`src/rtl/fetch_pkg.sv`:
```
// rtl/fetch_pkg.sv - shared types and defaults for the fetch queue
package fetch_pkg;

  localparam int ADDR_W_DEF   = 16;
  localparam int INSTR_W_DEF  = 16;
  localparam int DEPTH_DEF    = 4;
  localparam int PC_INC_DEF   = 2;
  localparam int RESET_PC_DEF = 0;

  typedef enum logic [1:0] {
    IDLE = 2'd0,
    WAIT = 2'd1,
    DROP = 2'd2
  } fetch_state_e;

  // Queue entry layout at the default widths; fetch_queue re-declares it with its own widths
  typedef struct packed {
    logic [INSTR_W_DEF-1:0] instr;
    logic [ADDR_W_DEF-1:0]  pc_next;
    logic                   err;
  } fetch_entry_t;

  // Instruction word carried by error entries
  localparam logic [INSTR_W_DEF-1:0] NOP_INSTR = '0;

endpackage

```
`src/rtl/fetch_fifo.sv`:
```
// rtl/fetch_fifo.sv - circular buffer with synchronous flush for the fetch queue
module fetch_fifo #(
  parameter int WIDTH = 33,
  parameter int DEPTH = 4
) (
  input  logic                   clk,
  input  logic                   rst,
  input  logic                   flush,
  input  logic                   push,
  input  logic [WIDTH-1:0]       push_data,
  input  logic                   pop,
  output logic [WIDTH-1:0]       pop_data,
  output logic [$clog2(DEPTH):0] count,
  output logic                   empty
);

  localparam int AW = $clog2(DEPTH);
  localparam int CW = AW + 1;

  logic [WIDTH-1:0] mem [DEPTH];
  logic [AW-1:0]    wr_ptr;
  logic [AW-1:0]    rd_ptr;
  logic             do_push;
  logic             do_pop;

  // Ignore pushes into a full buffer and pops from an empty one
  assign empty    = (count == '0);
  assign do_push  = push && (count != CW'(DEPTH));
  assign do_pop   = pop && !empty;
  assign pop_data = mem[rd_ptr];

  // Pointer and occupancy tracking; flush empties the buffer in one cycle
  always_ff @(posedge clk) begin
    if (rst || flush) begin
      wr_ptr <= '0;
      rd_ptr <= '0;
      count  <= '0;
    end else begin
      if (do_push) wr_ptr <= wr_ptr + 1'b1;
      if (do_pop)  rd_ptr <= rd_ptr + 1'b1;
      case ({do_push, do_pop})
        2'b10:   count <= count + 1'b1;
        2'b01:   count <= count - 1'b1;
        default: count <= count;
      endcase
    end
  end

  // Entry storage; stale contents are harmless because the pointers gate visibility
  always_ff @(posedge clk) begin
    if (do_push) mem[wr_ptr] <= push_data;
  end

endmodule

```
`src/rtl/fetch_queue.sv`:
```
// rtl/fetch_queue.sv - fetch stage with PC, single-outstanding imem requester and queue (optional FETCH_BYPASS_EN)
module fetch_queue
  import fetch_pkg::*;
#(
  parameter int ADDR_W   = ADDR_W_DEF,
  parameter int INSTR_W  = INSTR_W_DEF,
  parameter int DEPTH    = DEPTH_DEF,
  parameter int PC_INC   = PC_INC_DEF,
  parameter int RESET_PC = RESET_PC_DEF
) (
  input  logic                   clk,
  input  logic                   rst,
  input  logic                   redirect,
  input  logic [ADDR_W-1:0]      redirect_pc,
  input  logic                   halt,
  output logic                   imem_req,
  output logic [ADDR_W-1:0]      imem_addr,
  input  logic                   imem_done,
  input  logic [INSTR_W-1:0]     imem_rdata,
  input  logic                   imem_err,
  output logic                   out_valid,
  input  logic                   out_ready,
  output logic [INSTR_W-1:0]     out_instr,
  output logic [ADDR_W-1:0]      out_pc_next,
  output logic                   out_err,
  output logic [$clog2(DEPTH):0] count
);

  localparam int CW = $clog2(DEPTH) + 1;
  localparam logic [ADDR_W-1:0] INC        = ADDR_W'(PC_INC);
  localparam logic [ADDR_W-1:0] ALIGN_MASK = ADDR_W'(PC_INC - 1);

  typedef struct packed {
    logic [INSTR_W-1:0] instr;
    logic [ADDR_W-1:0]  pc_next;
    logic               err;
  } entry_t;

  fetch_state_e      state, state_nxt;
  logic [ADDR_W-1:0] pc, pc_nxt;
  logic [ADDR_W-1:0] addr_q, addr_nxt;
  logic              stall_q, stall_nxt;

  logic              misaligned;
  logic              can_issue;
  logic              issue;
  logic              err_push;
  logic              resp_accept;
  logic              fifo_push;
  logic              fifo_pop;
  logic              fifo_empty;
  logic [CW-1:0]     fifo_count;
  entry_t            push_entry;
  entry_t            head_entry;

  fetch_fifo #(
    .WIDTH ($bits(entry_t)),
    .DEPTH (DEPTH)
  ) u_fifo (
    .clk       (clk),
    .rst       (rst),
    .flush     (redirect),
    .push      (fifo_push),
    .push_data (push_entry),
    .pop       (fifo_pop),
    .pop_data  (head_entry),
    .count     (fifo_count),
    .empty     (fifo_empty)
  );

  // Issue gating: IDLE only, redirect wins, credit counts queued entries (nothing in flight in IDLE)
  assign misaligned  = |(pc & ALIGN_MASK);
  assign can_issue   = (state == IDLE) && !rst && !redirect && !halt && !stall_q &&
                       (fifo_count < CW'(DEPTH));
  assign issue       = can_issue && !misaligned;
  assign err_push    = can_issue && misaligned;
  assign resp_accept = (state == WAIT) && imem_done && !redirect;

  assign imem_req  = issue;
  assign imem_addr = pc;
  assign count     = fifo_count;

  // Queue push selection and decode-side outputs, with optional same-cycle bypass
  always_comb begin
    push_entry = '0;
    fifo_push  = 1'b0;
    if (resp_accept) begin
      push_entry = '{instr: imem_rdata, pc_next: addr_q + INC, err: imem_err};
      fifo_push  = 1'b1;
    end else if (err_push) begin
      push_entry = '{instr: INSTR_W'(NOP_INSTR), pc_next: pc + INC, err: 1'b1};
      fifo_push  = 1'b1;
    end

    out_valid   = !fifo_empty;
    out_instr   = head_entry.instr;
    out_pc_next = head_entry.pc_next;
    out_err     = !fifo_empty && head_entry.err;
`ifdef FETCH_BYPASS_EN
    if (resp_accept && fifo_empty && !imem_err) begin
      out_valid   = 1'b1;
      out_instr   = imem_rdata;
      out_pc_next = addr_q + INC;
      out_err     = 1'b0;
      if (out_ready) fifo_push = 1'b0;
    end
`endif
    fifo_pop = out_valid && out_ready && !fifo_empty;
  end

  // Next-state logic: redirect reloads pc and decides whether the outstanding response must be dropped
  always_comb begin
    state_nxt = state;
    pc_nxt    = pc;
    addr_nxt  = addr_q;
    stall_nxt = stall_q;
    if (redirect) begin
      pc_nxt    = redirect_pc;
      stall_nxt = 1'b0;
      if (state != IDLE) state_nxt = imem_done ? IDLE : DROP;
    end else begin
      case (state)
        IDLE: begin
          if (issue) begin
            state_nxt = WAIT;
            pc_nxt    = pc + INC;
            addr_nxt  = pc;
          end else if (err_push) begin
            stall_nxt = 1'b1;
          end
        end
        WAIT:    if (imem_done) state_nxt = IDLE;
        DROP:    if (imem_done) state_nxt = IDLE;
        default: state_nxt = IDLE;
      endcase
    end
  end

  // State, PC, latched request address and misalignment stall registers
  always_ff @(posedge clk) begin
    if (rst) begin
      state   <= IDLE;
      pc      <= ADDR_W'(RESET_PC);
      addr_q  <= '0;
      stall_q <= 1'b0;
    end else begin
      state   <= state_nxt;
      pc      <= pc_nxt;
      addr_q  <= addr_nxt;
      stall_q <= stall_nxt;
    end
  end

endmodule

```
`config.mk`:
```
export PLATFORM = sky130hd
export DESIGN_NAME = fetch_queue
export DESIGN_NICKNAME = d
export VERILOG_FILES = /design/src/rtl/fetch_pkg.sv /design/src/rtl/fetch_fifo.sv /design/src/rtl/fetch_queue.sv
export SDC_FILE = /design/constraint.sdc
export NUM_CORES = 1
export LEC_CHECK = 0
export ABC_AREA = 1
export ABC_CLOCK_PERIOD_IN_PS = 3500
export CORE_MARGIN = 1.5
export CORE_UTILIZATION = 35
export CTS_BUF_LIST = sky130_fd_sc_hd__clkbuf_8
export DETAILED_ROUTE_END_ITERATION = 10
export PLACE_DENSITY = 0.6
export SYNTH_ARGS = -nofsm -noshare
export SYNTH_HDL_FRONTEND = slang
export SYNTH_HIERARCHICAL = 1
export SYNTH_SLANG_ARGS = --single-unit
```
`constraint.sdc`:
```
create_clock -name clk -period 3.5 [get_ports clk]
set_input_delay 1.05 -clock clk [delete_from_list [all_inputs] [get_ports clk]]
set_output_delay 1.05 -clock clk [all_outputs]
set_load 0.05 [all_outputs]
```
==> qor.yml <==
drt:
  routed_wl_um: 18100
  drt_iter0_drc: 360
  vias_per_cell: 4.83
  postRouteAntennaNets: 0
  dr_wl_met3_um: 750
  wl_met2_um: 8560
  maxUsedRoutingLayer: "met4"
  vias: 5806
  drc: 0
  avgRoutedWirePerCell_um: 15.0
  met1Wirelength_um: 8540
  firstDrtPassIters: 7
timing:
  finalSetupViolCount: 0
  rsz0062_at_grt: "false"
  finalHoldViolations: 0
  slew_headroom: 0.573
  skew_ns: 0.0167
  holdWs_ns: 0.464
  period_share: 0.905
  max_freq_mhz: 316
  final.min_clock_period_ns: 3.17
  tightest_slew_ns: 0.639
  drv_slew: 0
power_and_ir_drop:
  swShare: 0.259
  vdd_drop_max_uv: 254
  p_leak_nw: 3.62
  pwr-share-clk: 0.359
  pwr-share-seq: 0.567
  p_switching_w: 0.00104
  powerDensity_nw_per_um2: 419
  p_int_w: 0.00297
  combPwrFrac: 0.074
  power.total_w: 0.00402
run_status:
  status: "finished clean"
placement:
  dp.cells: 1170
  dpl.hpwl_um: 12300
  place_congestion: 0.798
  portBuffers: 92
floorplan:
  fp-row-count: 55
  io_pins: 93
  initial_core_util: 0.355
  die_y_um: 154
  die_area_um2: 23800
  fp.dieW_um: 154
  core_area_um2: 22600
worst_hold_path:
  hold_path.class: "flip-flop to flip-flop"
synthesis:
  synth_top_area_cell: "edfxtp_1"
  yosysWarnings: 6
  post_synth_inst_count: 808
  ys_seq_elements: 176
  postSynthNetCount: 857
  synth_top_area_frac: 0.494
  synth_edf_count: 132
  yosysUniqueCellTypes: 39
  synth_area_leaders: "edfxtp_1 49%, dfxtp_1 11%, nor2_1 5.5%, nand2_1 5.5%, o21ai_0 4.6%"
  synth_flop_cell: "edfxtp_1"
  synth_area_um2: 8020
  ys_seq_area_frac: 0.604
  async_reset_ff_frac: 0
  syn_area_per_cell_um2: 9.92
setup_path:
  arrival_ns: 2.12
  critPathKind: "flip-flop to primary output"
  crit_start: "u_fifo/count[2]"
  start_kind: "flip-flop"
  crit_end: "out_valid"
  endpoint_kind: "primary output"
  rr_worst_depth: 15
  r2r_start: "state[0]"
  timing.rr.end: "u_fifo/count[2]"
  worstPathRequired_ns: 2.45
  path_max_fanout: 5
  rrSetupSlack_ns: 1.24
cts:
  numCtsBuffers: 17
  postCtsSetupRepairBufs: 0
  root_buffer: "clkbuf_8"
  clk_path_buf_depth: 2
  clkSinkCount: 176
  clkTransAtPathRegs_ns: 0.10
  clk_latency_ns: 0.47
  cts_tree: "built"
  cts.repair.resized: 0
  postCtsHoldBufs: 0
  h-tree-depth: 4
cells_and_area:
  seqCellArea_um2: 4850
  antenna_cells: 0
  multi_input_area_um2: 2610
  nFillCells: 2224
  final_cell_mix: "132 x edfxtp_1, 117 x nand2_1, 114 x nor2_1"
  nets: 953
  utilization: 0.425
  drive_above_1_share: 0.141
  instances_no_fill: 1202
  layout_commonest_cell: "edfxtp_1"
  area_growth_pct: 19.6
global_route:
  grt_antenna_before_repair: 0
  grt_pass1_wl_um: 29400
  grt_overflow: 0
  grtUsageTotal: 0.157
  grt_pass1_vias: 5644
  grt_max_degree: 41
flow_run:
  drv_cap: 0
registers in the layout (all words and copies together), names as in the netlist, named ones only:
| name | cells |
|---|---|
| u_fifo/rd_ptr | 2 |
| stall_q | 1 |
| state | 2 |
| u_fifo/count | 3 |
| u_fifo/mem | 132 |
| imem_addr | 16 |
| addr_q | 16 |
| u_fifo/wr_ptr | 2 |
critical path, cell delays in order, from the launching register on:
cell and delay (ns):
dfxtp_1 0.44, inv_1 0.08, nand3_1 0.16, inv_1 0.12
inv_1 0.06, clkdlybuf4s50_1 0.79
Yosys cell counts, types with 2 or more instances:
cell / number
a21oi_1: 31
inv_1: 78
o22ai_1: 34
edfxtp_1: 132
clkbuf_2: 2
o21ai_0: 74
nor2_4: 5
buf_4: 3
nand2_1: 117
buf_2: 10
inv_2: 7
xor2_1: 6
clkbuf_1: 7
o21ai_1: 23
nand2_2: 4
nor2_1: 118
nand3_1: 44
nand4_1: 9
nor2_2: 6
nand3_2: 8
buf_6: 13
ha_1: 9
dfxtp_1: 44
nor3_1: 9
per-stage QoR:
stage	setup WS, ns	TNS (ns)	cell area [um^2]
after floorplan	-0.216	-28.48	8020
after global placement	0.357	0	9170
after detailed placement	0.303	0	9170
after CTS	0.131	0	9590
after global routing	0.131	0	9590
final	0.333	0	9590
cell type report:
| class | instances | share of cell area |
|---|---|---|
| Sequential cell | 176 | 0.506 |
| Multi-Input combinational cell | 511 | 0.273 |
| Timing Repair Buffer | 113 | 0.108 |
| Tap cell | 285 | 0.0372 |
| Inverter | 85 | 0.0333 |
| Clock buffer | 17 | 0.0244 |
| Clock inverter | 15 | 0.0196 |
power by group through the flow:
stage | clock [W] | sequential [W] | combinational [W]
after floorplan | 0 | 0.00236 | 0.000144
after global placement | 0 | 0.00233 | 0.000296
after detailed placement | 0 | 0.00233 | 0.000298
after CTS | 0.00149 | 0.00228 | 0.000299
after global routing | 0.00156 | 0.00228 | 0.000326
final | 0.00144 | 0.00228 | 0.000296
logic make-up after synthesis:
| group | share of synthesized area |
|---|---|
| AND/OR/NAND/NOR | 0.185 |
| flip-flops | 0.604 |
| AO/OA/AOI/OAI | 0.113 |
| buffers and inverters | 0.0735 |
| adder cells (fa/ha/maj) | 0.0165 |
| XOR/XNOR | 0.00765 |
worst min-delay path by stage:
stage | slack [ns] | end | cells past startpoint | from
2_1_floorplan | 0.42 | addr_q[0] | 2 | addr_q[0]
3_3_place_gp | 0.45 | addr_q[0] | 2 | addr_q[0]
3_5_place_dp | 0.45 | addr_q[0] | 2 | addr_q[0]
4_1_cts | 0.46 | addr_q[0] | 2 | addr_q[0]
5_1_grt | 0.50 | state[1] | 2 | state[1]
6_report | 0.46 | addr_q[0] | 2 | addr_q[0]
metal layers:
layer  global-route usage  vias up
li1                     -     2955
met1                0.209     2706
met2                0.264      130
met3               0.0261       15
met4               0.0508        0
met5                    0        -
No activity file was read; power rests on OpenSTA's default activity.
